### src/rtl/car_spawner.sv
// Lane-based car spawner: every frame tick draws one lane, blocks it for MIN_GAP ticks, and issues a valid/ready spawn request.
// Optional statistics counters are built when the macro SPAWN_STATS_EN is defined.
module car_spawner #(
  parameter int MIN_GAP = 4
) (
  input  logic       clk,
  input  logic       rst,
  input  logic       game_active,
  input  logic       tick,
  input  logic [3:0] rand_val,
  output logic [2:0] sel_out,
  output logic       spawn_valid,
  input  logic       spawn_ready,
  output logic [2:0] spawn_lane,
  output logic [1:0] spawn_speed,
  output logic [7:0] spawn_cnt,
  output logic [7:0] drop_cnt
);

  typedef enum logic [1:0] {IDLE, WAIT, DRAW, ISSUE} state_t;

  localparam logic [3:0] GAP = 4'(MIN_GAP);

  state_t     state_q, state_d;
  logic [2:0] lane_ptr_q, lane_ptr_d;
  logic [3:0] cooldown_q [8];
  logic [3:0] cooldown_d [8];
  logic       valid_q, valid_d;
  logic [2:0] lane_q, lane_d;
  logic [1:0] speed_q, speed_d;

  // Only the spawn flag and the speed field of the random value are meaningful.
  logic unused_rand_bit;
  assign unused_rand_bit = rand_val[2];

  always_comb begin
    state_d    = state_q;
    lane_ptr_d = lane_ptr_q;
    valid_d    = valid_q;
    lane_d     = lane_q;
    speed_d    = speed_q;
    for (int i = 0; i < 8; i++) cooldown_d[i] = cooldown_q[i];

    if (!game_active) begin
      state_d    = IDLE;
      lane_ptr_d = 3'd0;
      valid_d    = 1'b0;
      for (int i = 0; i < 8; i++) cooldown_d[i] = 4'd0;
    end else begin
      if (tick && state_q != IDLE) begin
        for (int i = 0; i < 8; i++)
          if (cooldown_q[i] != 4'd0) cooldown_d[i] = cooldown_q[i] - 4'd1;
      end
      case (state_q)
        IDLE: state_d = WAIT;
        WAIT: if (tick) state_d = DRAW;
        DRAW: begin
          lane_ptr_d = lane_ptr_q + 3'd1;
          // The blocking test uses the cooldown before this cycle's decrement; the load wins over it.
          if (cooldown_q[lane_ptr_q] == 4'd0 && rand_val[3]) begin
            lane_d                 = lane_ptr_q;
            speed_d                = (rand_val[1:0] == 2'd0) ? 2'd1 : rand_val[1:0];
            cooldown_d[lane_ptr_q] = GAP;
            valid_d                = 1'b1;
            state_d                = ISSUE;
          end else begin
            state_d = WAIT;
          end
        end
        ISSUE: if (spawn_ready) begin
          valid_d = 1'b0;
          state_d = WAIT;
        end
        default: state_d = IDLE;
      endcase
    end
  end

  always_ff @(posedge clk) begin
    if (!rst) begin
      state_q    <= IDLE;
      lane_ptr_q <= 3'd0;
      valid_q    <= 1'b0;
      lane_q     <= 3'd0;
      speed_q    <= 2'd0;
      for (int i = 0; i < 8; i++) cooldown_q[i] <= 4'd0;
    end else begin
      state_q    <= state_d;
      lane_ptr_q <= lane_ptr_d;
      valid_q    <= valid_d;
      lane_q     <= lane_d;
      speed_q    <= speed_d;
      for (int i = 0; i < 8; i++) cooldown_q[i] <= cooldown_d[i];
    end
  end

  assign sel_out     = lane_ptr_q;
  assign spawn_valid = valid_q;
  assign spawn_lane  = lane_q;
  assign spawn_speed = speed_q;

`ifdef SPAWN_STATS_EN
  logic [7:0] spawn_cnt_q, spawn_cnt_d;
  logic [7:0] drop_cnt_q, drop_cnt_d;

  always_comb begin
    spawn_cnt_d = spawn_cnt_q;
    drop_cnt_d  = drop_cnt_q;
    if (game_active) begin
      if (state_q == ISSUE && spawn_ready && spawn_cnt_q != 8'hFF)
        spawn_cnt_d = spawn_cnt_q + 8'd1;
      // Ticks arriving while a draw is in flight are lost frames.
      if (tick && (state_q == DRAW || state_q == ISSUE) && drop_cnt_q != 8'hFF)
        drop_cnt_d = drop_cnt_q + 8'd1;
    end
  end

  always_ff @(posedge clk) begin
    if (!rst) begin
      spawn_cnt_q <= 8'd0;
      drop_cnt_q  <= 8'd0;
    end else begin
      spawn_cnt_q <= spawn_cnt_d;
      drop_cnt_q  <= drop_cnt_d;
    end
  end

  assign spawn_cnt = spawn_cnt_q;
  assign drop_cnt  = drop_cnt_q;
`else
  assign spawn_cnt = 8'd0;
  assign drop_cnt  = 8'd0;
`endif

endmodule

### config.mk
export PLATFORM = sky130hd
export DESIGN_NAME = car_spawner
export DESIGN_NICKNAME = d
export VERILOG_FILES = /design/src/rtl/car_spawner.sv
export SDC_FILE = /design/constraint.sdc
export NUM_CORES = 1
export LEC_CHECK = 0
export ABC_AREA = 1
export CELL_PAD_IN_SITES_DETAIL_PLACEMENT = 0
export CELL_PAD_IN_SITES_GLOBAL_PLACEMENT = 1
export CORE_MARGIN = 4
export CORE_UTILIZATION = 43
export DETAILED_ROUTE_END_ITERATION = 8
export PLACE_DENSITY = 0.85
export SYNTH_ARGS = -nofsm -noshare
export SYNTH_HDL_FRONTEND = slang
export SYNTH_SLANG_ARGS = --single-unit
### constraint.sdc
create_clock -name clk -period 3.11 [get_ports clk]
set_input_delay 0.622 -clock clk [delete_from_list [all_inputs] [get_ports clk]]
set_output_delay 0.622 -clock clk [all_outputs]
set_load 0.03 [all_outputs]
After elaboration in Yosys (flattened, before gate mapping)
Memories as Yosys holds them, arrays and structs flattened. A register that Yosys moved wholly into a read port is not among the register bits.
Index checks and enable logic that the tools add are counted.
Widths: inputs -> output; s select.
{"block": "word_totals", "reg_bits": 11, "mem_bits_rw": 32, "out_inout_bits": 25, "word_cells": 90, "n_memories": 1}
{"block": "op_classes", "addsub": 9, "magnitude_cmp": 2, "eq_ne": 6, "muxes": 35, "bitwise": 12, "n_reduce_logical": 20}
{"name": "cooldown_q", "depth": 8, "width": 4, "read_ports": 9, "rd_clocked_by_memory_dff": 1, "wr": 8, "line": "26", "text": "logic [3:0] cooldown_q [8];"}
{"cell": "$mux 32", "count": 5}
{"cell": "$mux 4", "count": 17}
{"cell": "$reduce_bool 4->1", "count": 8}
{"cell": "$sub 4x1->4 const B", "count": 8}
{"cell": "$and 24x24->24", "count": 1}
{"cell": "$not 24->24", "count": 1}
{"cell": "$demux 4 s3", "count": 1}
{"cell": "$mux 2", "count": 4}
{"cell": "$or 1x1->1", "count": 8}
{"cell": "$or 8x8->8", "count": 1}
{"cell": "$pmux 2 s4", "count": 1}
{"cell": "$mux 3", "count": 2}
{"cell": "$ne 2x2->1 const B", "count": 3}
{"cell": "$reduce_and 3->1", "count": 2}
{"cell": "$eq 2x2->1 const B", "count": 2}
{"cell": "$ge 4x4->1 const B", "count": 1}
{"cell": "$logic_not 2->1", "count": 2}
{"cell": "$logic_not 4->1", "count": 1}
{"cell": "$lt 4x1->1 const B", "count": 1}
{"cell": "$mux 1", "count": 4}
{"cell": "$not 3->4", "count": 1}
{"cell": "$reduce_and 2->1", "count": 2}
{"cell": "$reduce_bool 2->1", "count": 2}
{"cell": "$add 3x1->3 const B", "count": 1}
{"cell": "other kinds (3)", "count": 5}

Longest topological paths before layout
Gate-level depths: netlist (run 1).
{"block": "depth", "depth_word": 11, "mapped_depth": 11}

Worst setup path before layout (run 1)
No wires, ideal clock.
{"block": "synth_path", "path_kind": "flip-flop to flip-flop", "start": "reg state_q[0]", "end": "mem cooldown_q[4][2]", "arrival_time_ns": 1.462, "t_required_ns": 2.978, "path_slack_ns": 1.516, "stages_incl_launch_ff": 9, "n_path_buf": 2, "synth_period_minus_slack_ns": 1.594, "cell_sequence": "dfxtp_1 inv_1 ha_1 nor2_4 buf_4 buf_2 nand2_1 a32oi_1 a21oi_1"}
{"item": "from (decl)", "line": "24", "text": "state_t state_q, state_d;"}
{"item": "from (signal assigned)", "line": "88", "text": "state_q <= state_d;"}
{"item": "to (decl)", "line": "26"}

Final worst setup path (run 1)
{"block": "layout_path", "start": "reg lane_ptr_q[0] (netlist: sel_out[0])", "end": "out sel_out[0]"}
{"item": "from (decl)", "line": "25", "text": "logic [2:0] lane_ptr_q, lane_ptr_d;"}
{"item": "from (signal assigned)", "line": "89", "text": "lane_ptr_q <= lane_ptr_d;"}
{"item": "to (decl)", "line": "11", "text": "output logic [2:0] sel_out,"}
No word-level cell between the ends.

==> results of run 1 <==
[logic make-up (layout without fill, tap and decap cells)]
| logic type | after synthesis | after routing | synth area share |
|---|---|---|---|
| adders and majority gates | 14 | 14 | 0.0693 |
| AOI/OAI and AO/OA | 52 | 52 | 0.120 |
| DFF | 46 | 46 | 0.364 |
| xor gates and xnor gates | 8 | 8 | 0.0277 |
| buffers and inverters | 69 | 73 | 0.130 |
| and+or+nand+nor | 141 | 141 | 0.252 |
| muxes | 8 | 8 | 0.0356 |
| other | 1 | 16 | 0.00148 |
[power groups by stage]
stage / registers (mW) / clock network [mW] / logic (mW)
after detailed placement: 0.608 / 0 / 0.0827
after global placement: 0.608 / 0 / 0.0823
after CTS: 0.594 / 0.470 / 0.0828
after floorplan: 0.608 / 0 / 0.0764
after global routing: 0.595 / 0.490 / 0.0906
final: 0.594 / 0.456 / 0.0822
[worst reg2reg max path, stage by stage (launching register included)]
cell and delay (ns):
dfxtp_1 0.41, inv_1 0.09, ha_1 0.23, nor2_4 0.35
inv_2 0.20, nor4_1 0.25, o21ai_0 0.12, o21ai_0 0.08
nor2_1 0.06
[routing by layer]
layer  up-vias  share of wire  global-route usage
li1       1112              -                   -
met4         0          0.015              0.0417
met3         9          0.055              0.0383
met1       939           0.47               0.181
met5         -              0                   0
met2        56           0.46               0.252
[stage by stage]
step                      cells  cell area (um^2)  setup WS (ns)
after floorplan             354              2580           1.52
after global placement      423              2700          0.736
after detailed placement    423              2700          0.773
after CTS                   430              2820          0.909
after global routing        430              2820          0.858
final                       430              2820          0.915
[sequential cells by signal, indices dropped and copies added, names as in the netlist, named ones only]
register and count:
sel_out 3, spawn_lane 3, spawn_valid 1, state_q 2
spawn_speed 2, cooldown_q 32
[area by class of cell]
type / count / area share
multi-input combinational: 239 / 0.475
sequential: 46 / 0.327
inverter: 48 / 0.0640
timing repair buffer: 18 / 0.0622
tap: 72 / 0.0320
clock buffer: 6 / 0.0293
clock inverter: 1 / 0.0107
[cells in the final DEF, fill, tap and decap left out, types with 3 or more instances in the layout]
cell,synthesis,layout
a21oi_1,21,21
a32oi_1,6,6
clkbuf_8,0,6
clkdlybuf4s50_1,0,16
conb_1,1,16
dfxtp_1,46,46
ha_1,14,14
inv_1,45,45
inv_2,3,3
mux2_2,8,8
nand2_1,49,49
nand3_1,16,16
nand3_2,3,3
nand4_1,9,9
nor2_1,52,52
nor4_1,3,3
o21ai_0,16,16
o21ai_1,3,3
xor2_1,8,8
[how the worst min path moves through the flow]
stage | depth (start not counted) | endpoint
after floorplan | 2 | cooldown_q[6][3]
after global placement | 2 | spawn_valid
after detailed placement | 2 | spawn_speed[1]
after CTS | 2 | spawn_speed[1]
after global routing | 2 | spawn_valid
final | 2 | spawn_speed[1]
==> results.yml, run 1 <==
synth:
  avgSynthCellArea_um2: 7.46
  yosys-top-cells-count: "nor2_1 (52), nand2_1 (49), dfxtp_1 (46)"
  synthTopCellsByArea: "dfxtp_1 (36%), nor2_1 (7.7%), nand2_1 (7.3%), ha_1 (6.9%), inv_1 (6.7%)"
  synthCells: 339
  synth.distinct_cells: 31
  ys.flop_type: "dfxtp_1"
  async_flop_share: 0
  yosysTopAreaCellShare: 0.364
  yosysMostFrequentCell: "nor2_1"
  synth_seq_area_share: 0.364
  ys.warnings.count: 0
  yosysTopAreaCell: "dfxtp_1"
  synth_edf_count: 0
  synth_area_um2: 2530
  synth-seq-cells: 46
clocking:
  postCtsHoldBufs: 0
  cts_buffer_depth: 2
  clock_latency_ns: 0.30
  cts-root-buf: "clkbuf_8"
  post_cts_buffers: 0
  cts_tree: "yes"
  cts_resized: 0
  clkSlewWorstSetupHoldPaths_ns: 0.09
  h-tree-depth: 2
  cts-buffers-inserted: 5
  cts_sinks: 46
timing:
  drv_slew: 0
  hold_slack_ns: 0.474
  rsz0062_at_grt: "no"
  period_needed_ns: 2.19
  setup_violations: 0
  fmax_mhz: 456
  final_hold_viol_count: 0
  fin_crit_sh: 0.706
  finClkSkew_ns: 0.00681
  fin_setup_tns_ns: 0
power_and_ir_drop:
  p_int_uw: 870
  clkPwrFrac: 0.403
  p_leak_nw: 1.14
  power.density_nw_per_um2: 402
  p_total_mw: 1.13
  peakVddDrop_v: 0.000214
  seqPwrFrac: 0.525
  p_sw_frac: 0.231
  combPwrFrac: 0.073
  switching_power_uw: 262
critical_path:
  worstSetupStartpoint: "sel_out[0]"
  reg2reg_to: "cooldown_q[4][3]"
  critPathLaunchType: "register"
  path_class: "register to output port"
  worstPathMaxFanout: 8
  worstPathArrival_ns: 1.57
  end_kind: "output port"
  worst_r2r_path_depth: 8
  crit_family: "buffers and inverters"
  crit_buf_inv: 1
  reg2reg_from: "state_q[0]"
  critPathSlowestCell: "clkdlybuf4s50_1"
  reg2reg_slack_ns: 1.22
  cpPeakStageDelay_ns: 0.74
  required_ns: 2.49
  endpoint: "sel_out[0]"
  crit_chain: "clkdlybuf4s50_1"
  cp.depth: 1
grt:
  grt_pass1_wl_um: 8630
  antenna_found_initial: 0
  grt-ovfl-total: 0
  grt_max_degree: 17
  grt_usage: 0.147
  grt_pass1_vias: 1985
final_layout:
  multi_input_area_um2: 1340
  regArea_um2: 921
  drive_above_1_share: 0.0838
  final_util: 0.502
  nets: 381
  syn_to_final_growth_pct: 11.3
  antenna_cells: 0
  fillers: 600
die:
  core_um2: 5610
  row_count: 27
  start_util: 0.451
  io_pins: 34
  die_w_um: 84.7
  die_h_um: 84.7
  die_area_um2: 7170
hold_path:
  worstHoldStart: "spawn_speed[1]"
  hold_class: "register to register"
placed_design:
  dp_hpwl_um: 3720
  port_buffers: 16
  place_congestion: 0.829
run:
  max-cap-violations: 0
detailed_routing:
  postRouteAntennaNets: 0
  wl_per_cell_um: 11.5
  totalWireLength_um: 4930
  drc: 0
  viasPerCell: 4.92
  drtPass1Iterations: 4
  first_iter_violations: 74
  vias: 2116
run_status:
  status: "finished clean"
Power figures use the tool's default switching activity.
==> run 2, diff against run 1 <==
Settings changed: CORE_UTILIZATION 43 to 36, PLACE_DENSITY 0.85 to 0.76.
Clock period 3.11 ns to 1.8 ns, I/O delays scaled along.
==> run 2 against run 1 <==
  * Via count rose by 1.5%
  * Clock-buffer cell count unchanged
  * Cell area is 5.4% higher
  * Hold slack worse by 0.0039 ns
  * Highest routed layer unchanged
==> results.yml, run 2 (synthesis gave the netlist of run 1 again) <==
run_status:
  status: "finished clean"
final_layout:
  largest-register: "cooldown_q"
  final_cell_mix: "nor2_1 (52), nand2_1 (49), inv_1 (45), dfxtp_1 (45), a21oi_1 (21)"
  multi_input_area_um2: 1360
  syn_to_final_growth_pct: 17.4
  fin_cells: 469
  final_util: 0.437
  fin_area_um2: 2970
  antenna_cells: 0
  layout_commonest_cell: "nor2_1"
  drive_above_1_share: 0.129
  fillers: 712
  largest_register_ffs: 32
  nets: 395
  regArea_um2: 922
die:
  io_pins: 34
  start_util: 0.372
  core_um2: 6790
  die_h_um: 91.8
  row_count: 30
  die_area_um2: 8430
  die_w_um: 91.8
grt:
  grt_max_degree: 15
  grt_pass1_vias: 1996
  grt_pass1_wl_um: 8820
  antenna_found_initial: 0
  grt_usage: 0.129
  grt-ovfl-total: 0
critical_path:
  end_kind: "output port"
  cp.depth: 1
  reg2reg_slack_ns: 0.16
  required_ns: 1.44
  worstPathMaxFanout: 2
  critPathLaunchType: "register"
  path_class: "register to output port"
  worstPathArrival_ns: 1.34
  crit_buf_inv: 1
  worstSetupStartpoint: "sel_out[1]"
  worst_r2r_path_depth: 8
  reg2reg_to: "cooldown_q[5][1]"
  cpPeakStageDelay_ns: 0.68
  critPathSlowestCell: "clkdlybuf4s50_1"
  reg2reg_from: "state_q[1]"
  endpoint: "sel_out[1]"
  crit_family: "buffers and inverters"
  crit_chain: "clkdlybuf4s50_1"
clocking:
  cts_sinks: 46
  postCtsHoldBufs: 0
  cts_tree: "yes"
  cts_buffer_depth: 2
  clkSlewWorstSetupHoldPaths_ns: 0.09
  clock_latency_ns: 0.30
  h-tree-depth: 2
  cts-buffers-inserted: 5
  cts-root-buf: "clkbuf_8"
placed_design:
  place_congestion: 0.806
  port_buffers: 16
  dp.cells: 458
  post-place-ws_ns: -0.0673
  dp_hpwl_um: 4050
  placed_area_um2: 2820
timing:
  fin_setup_tns_ns: 0
  period_needed_ns: 1.70
  hold_slack_ns: 0.470
  drv_slew: 0
  final_hold_viol_count: 0
  fin_crit_sh: 0.943
  finClkSkew_ns: 0.0130
  setup_ws_ns: 0.102
  setup_violations: 0
  fmax_mhz: 589
detailed_routing:
  drtPass1Iterations: 4
  drc: 0
  wl_per_cell_um: 11.4
  viasPerCell: 4.58
  route.met3.wl_um: 219
  met1Wirelength_um: 2670
  first_iter_violations: 45
  wl_met2_um: 2370
  postRouteAntennaNets: 0
  topRoutingLayerUsed: "met4"
  vias: 2148
  totalWireLength_um: 5330
hold_path:
  worstHoldStart: "spawn_valid"
  hold_class: "register to register"
power_and_ir_drop:
  power.density_nw_per_um2: 659
  p_leak_nw: 1.21
  p_total_mw: 1.96
  peakVddDrop_v: 0.000219
run:
  max-cap-violations: 0
[run 2: routing by layer]
layer,track usage,up-vias
li1,-,1143
met1,0.167,965
met2,0.212,34
met3,0.0336,6
met4,0.0371,0
met5,0,-
[run 2: worst min-delay path by stage]
| stage | to | slack (ns) | depth (start not counted) |
|---|---|---|---|
| floorplan | cooldown_q[6][3] | 0.47 | 2 |
| global placement | spawn_valid | 0.46 | 2 |
| detailed placement | spawn_valid | 0.46 | 2 |
| CTS | spawn_valid | 0.48 | 2 |
| global route | spawn_speed[1] | 0.51 | 2 |
| finish | spawn_valid | 0.47 | 2 |
[run 2: power breakdown]
part | total (mW) | switching [mW] | internal, mW
sequential | 1.02 | 0.00360 | 1.02
combinational | 0.162 | 0.112 | 0.0506
clock | 0.770 | 0.355 | 0.415
total | 1.96 | 0.471 | 1.49
[run 2: cell type report]
| cell class | instances | share of cell area |
|---|---|---|
| clock inverters | 2 | 0.0126 |
| flip-flops and latches | 46 | 0.311 |
| clock buffers | 6 | 0.0245 |
| multi-input cells | 240 | 0.460 |
| repair buffers | 31 | 0.0915 |
| well taps | 96 | 0.0405 |
| inverters | 48 | 0.0607 |
[run 2: timing repair]
| action | in CTS | in global routing |
|---|---|---|
| gates cloned | 0 | 1 |
| pin swaps | 0 | 1 |
| buffers inserted | 0 | 2 |
| setup endpoints to repair | 1 | 12 |
| gates resized for setup | 1 | 4 |
==> edit 1: new RTL, flow settings as in run 2 <==
Add a define of `SPAWN_STATS_EN`.
--- a/src/rtl/car_spawner.sv
+++ b/src/rtl/car_spawner.sv
@@ -1,5 +1,7 @@
 // Lane-based car spawner: every frame tick draws one lane, blocks it for MIN_GAP ticks, and issues a valid/ready spawn request.
 // Optional statistics counters are built when the macro SPAWN_STATS_EN is defined.
+`define SPAWN_STATS_EN
+
 module car_spawner #(
   parameter int MIN_GAP = 4
 ) (
Formal check against the unedited RTL: not equivalent (Yosys sat finds a counterexample within 4 cycles, from zero or initial values and one cycle with rst low).
==> edit 1 against run 2 <==
  * Synthesized area up 34%
  * Highest routed layer unchanged
  * Count of clock-buffer cells in the layout up 6
  * Sequential cell count up 16
  * Final cell count up 32%
  * Worst setup slack worse by 38 ps
  * Routed wire length up 40%
  * Cell area up 40%
  * Total power up 47%
==> edit 1: results (changes against run 2) <==
| Metric | Value |
|---|---|
| Outcome | `finished clean` |
| Synth Area in Compound Gates | `12.1% (+0.052 points)` |
| Max Buffers Root-to-Sink | `2 (unchanged)` |
| Inverters | `76 (+58%)` |
| Seq cells | `62 (+35%)` |
| Multi-input gate area | `1800 um^2 (+32%)` |
| R2r endpoint | `drop_cnt[1]` |
| Crit path max fanout | `3 (+1)` |
| Synth cell types | `38 (+23%)` |
| Met1 Usage GRT | `17.3% (+0.65 points)` |
| Post-route insts no fill | `618 (+32%)` |
| WL per Instance | `12.1 um (+6.6%)` |
| XOR/XNOR share of the synthesized area | `2.58% (-0.19 points)` |
| First-pass GRT wire length | `13.4 mm (+53%)` |
| Sequential element share of the synthesized area | `36.6% (+0.21 points)` |
| Worst hold path class | `reg -> reg` |
| Hold Crit Endpoint | `spawn_lane[1]` |
| Data buffer area share | `11.6% (+2.5 points)` |
| Clock network area share | `5.16% (+1.5 points)` |
| Fraction of area in multi-input gates | `43.2% (-2.7 points)` |
| Synth area leaders | `dfxtp_1 (37%), inv_1 (8.1%), nand2_1 (7.6%)` |
| H-Tree Depth | `3 (+1)` |
| Clock-pin slew on the worst setup and hold paths | `70 ps (-20 ps)` |
| LEAKAGE | `1.82 nW (+51%)` |
| M3 GR Usage | `3.58% (+0.22 points)` |
| R2r setup slk | `120 ps (-40 ps)` |
| RD Place Congestion | `0.787 (-2.4%)` |
| Final #Nets | `526 (+33%)` |
| Non-CTS buffers | `54 (+74%)` |
| PortBufs | `32 (+16)` |
| Final Skew | `9.82 ps (-3.13 ps)` |
| Iter 0 DRT Violations | `77 (+71%)` |
| Fillers | `952 (+34%)` |
| Via count | `3001 (+40%)` |
| Pin count of the biggest net entering global routing | `19 (+4)` |
| Placed cell area | `3940 um^2 (+40%)` |
| Core box area | `9200 um^2 (+35%)` |
| Critical path arrival | `1380 ps (+40 ps)` |
| Maximum clock rate | `576 MHz (-2.2%)` |
| Cells after Synth | `446 (+32%)` |
| Clk_buf instances | `12 (+6)` |
| Hold Slack | `463 ps (-7.35 ps)` |
| Worst-skew pair later-pin latency | `340 ps (+40 ps)` |
| Mux cell area share after synthesis | `1.33% (-2.2 points)` |
| Setup WS pre-CTS | `-160 ps (-92.3 ps)` |
| Inserted Clock Buffers | `9 (+4)` |
| Top post-synthesis cells by count | `inv_1 (73), nand2_1 (69), dfxtp_1 (62), nor2_1 (57), o21ai_0 (25)` |
| M2 GR Usage | `26.0% (+4.8 points)` |
| Total track usage | `14.7% (+1.8 points)` |
| Worst Min Path Start | `spawn_lane[1]` |
edit 1: changes by cell type after synthesis, moves of 7 or more:
cell / delta
buf_4: -17
dfxtp_1: +16
inv_1: +28
nand2_1: +20
nand3_1: +7
nand3_2: +7
o21ai_0: +9
edit 1: worst max-delay path by stage:
stage	start	to	cells after the start
finish	drop_cnt[5]	drop_cnt[5]	1
global route	state_q[0]	drop_cnt[1]	9
CTS	spawn_cnt[7]	spawn_cnt[7]	1
detailed placement	tick	drop_cnt[0]	8
global placement	tick	drop_cnt[4]	8
floorplan	drop_cnt[0]	drop_cnt[0]	7
edit 1: report_power, final:
part,leakage [nW],internal (mW),switching [mW]
Sequential,0.500,1.37,0.00386
Combinational,1.21,0.0547,0.0868
Clock,0.110,0.815,0.545
edit 1: routing by layer:
metal	part of all wire [%]	routed length, um
met1	45	3360
met2	50	3740
met3	4.0	296
met4	1.1	86
met5	0	0
==> edit 2: new RTL, flow settings as in run 2 <==
Made on the original files. Encoding of `state_t`: now one-hot (4 bits for 4 states).
--- a/src/rtl/car_spawner.sv
+++ b/src/rtl/car_spawner.sv
@@ -17,7 +17,7 @@
   output logic [7:0] drop_cnt
 );
 
-  typedef enum logic [1:0] {IDLE, WAIT, DRAW, ISSUE} state_t;
+  typedef enum logic [3:0] {IDLE = 4'b0001, WAIT = 4'b0010, DRAW = 4'b0100, ISSUE = 4'b1000} state_t;
 
   localparam logic [3:0] GAP = 4'(MIN_GAP);
 
Behaviour: no difference found for any inputs over 10 cycles, from zero or initial values and one cycle with rst low; not proved beyond that.
==> edit 2 against run 2 <==
  * Cell area rose by 6.1%
  * Worst setup slack got worse by 9.6 ps
  * Routed wire length rose by 11%
  * Sequential cell count rose by 2
  * Synthesized cell count rose by 14%
  * Total power fell by 4.5%
  * Synthesized area rose by 6.8%
==> edit 2: results (changes against run 2) <==
| Metric | Value |
|---|---|
| RD Place Congestion | `0.809 (+0.31%)` |
| Worst-skew pair later-pin latency | `300 ps (about the same)` |
| R2R depth | `10 (+2)` |
| Outcome | `finished clean` |
| Setup WS pre-CTS | `7.76 ps (+75.1 ps)` |
| Pin count of the biggest net entering global routing | `24 (+9)` |
| Sequential logic power | `1.07 mW (+5%)` |
| Final min period | `1710 ps (+9.58 ps)` |
| Fillers | `787 (+11%)` |
| Combinational cell power | `0.178 mW (+9.9%)` |
| Critical path arrival | `1350 ps` |
| Via count | `2421 (+13%)` |
| Post-Route WL | `5.90 mm (+11%)` |
| Vias per inst | `4.63 (+1.1%)` |
| Layout cell share with drive strength beyond 1 | `12.0% (-0.84 points)` |
| Cell Int Power | `1.39 mW (-6.5%)` |
| Top post-synthesis cells by count | `nand2_1 (70), inv_1 (64), dfxtp_1 (48), nor2_1 (39), nand3_1 (37)` |
| Iter 0 DRT Violations | `130 (+190%)` |
| Vias in the first global route | `2213 (+11%)` |
| Final Skew | `2.49 ps (-10.5 ps)` |
| Synth-to-layout area growth | `16.5%` |
| Slowest stage delay, CP | `690 ps` |
| Final #Nets | `442 (+12%)` |
| LEAKAGE | `1.41 nW (+17%)` |
| Sequential element share of the synthesized area | `35.6% (-0.85 points)` |
| R2r setup slk | `180 ps (+20 ps)` |
| Placed cell area | `3040 um^2 (+7.9%)` |
| Synth area leaders | `dfxtp_1 (36%), nand2_1 (9.7%), inv_1 (8.9%)` |
| Total track usage | `13.9% (+1.0 points)` |
| First-pass GRT wire length | `9.90 mm (+12%)` |
| DP Cell Count | `514 (+12%)` |
| # diodes | `0 (unchanged)` |
| Hold Slack | `454 ps (-16.1 ps)` |
| Max IR drop VDD | `0.000311 V (+42%)` |
| Synthesized area per cell | `6.96 um^2 (-6.7%)` |
| Crit path max fanout | `2 (unchanged)` |
| Post-DP HPWL | `4.39 mm (+8.4%)` |
==> edit 2: cell type report <==
| type | count | area share [%] |
|---|---|---|
| tap | 99 | 3.93 |
| clock inverter | 1 | 0.159 |
| sequential | 48 | 30.6 |
| inverter | 67 | 8.07 |
| multi-input combinational | 264 | 44.2 |
| clock buffer | 6 | 2.31 |
| timing repair buffer | 38 | 10.7 |
==> edit 2: logic make-up (layout without fill, tap and decap cells) <==
group,count (synthesis),after routing,synth area share (%)
other cells,1,16,0.139
simple gates,178,179,30.1
flops,48,48,35.6
fa+ha+maj,9,9,4.17
xor+xnor,9,9,2.92
compound gates,49,49,10.5
mux,2,2,0.787
buf+inv,92,112,15.8
==> edit 2: metal layers <==
layer | share of wire [%] | wire length (um) | track usage (%) | vias to the layer above
met5 | 0 | 0 | 0 | -
met4 | 1.4 | 85 | 4.33 | 0
met3 | 4.7 | 275 | 3.19 | 10
met2 | 44 | 2610 | 21.8 | 49
met1 | 50 | 2930 | 18.9 | 1080
li1 | - | - | - | 1282
==> edit 2: timing repair <==
item | in CTS | in global routing
resized for setup | 2 | 7
gates cloned | 0 | 1
pin swaps | 0 | 5
setup endpoints to repair | 3 | 35
buffers inserted | 0 | 1
==> edit 2: worst paths after layout <==
check / to / from
hold reg to reg: spawn_valid / spawn_valid
setup reg to reg: cooldown_q[3][1] / cooldown_q[0][1]
hold / removal: spawn_valid / spawn_valid
setup / recovery: spawn_lane[1] / spawn_lane[1]
==> edit 2: worst register-to-register path: stages (launching register included) <==
cell and delay (ps):
dfxtp_1 340, nor2_2 150, nand3_1 90, nand3_1 90, nand2_1 60, nand2_2 70, nand2_2 100, nor2_4 200
nand4_1 250, nand3_1 140, inv_1 40
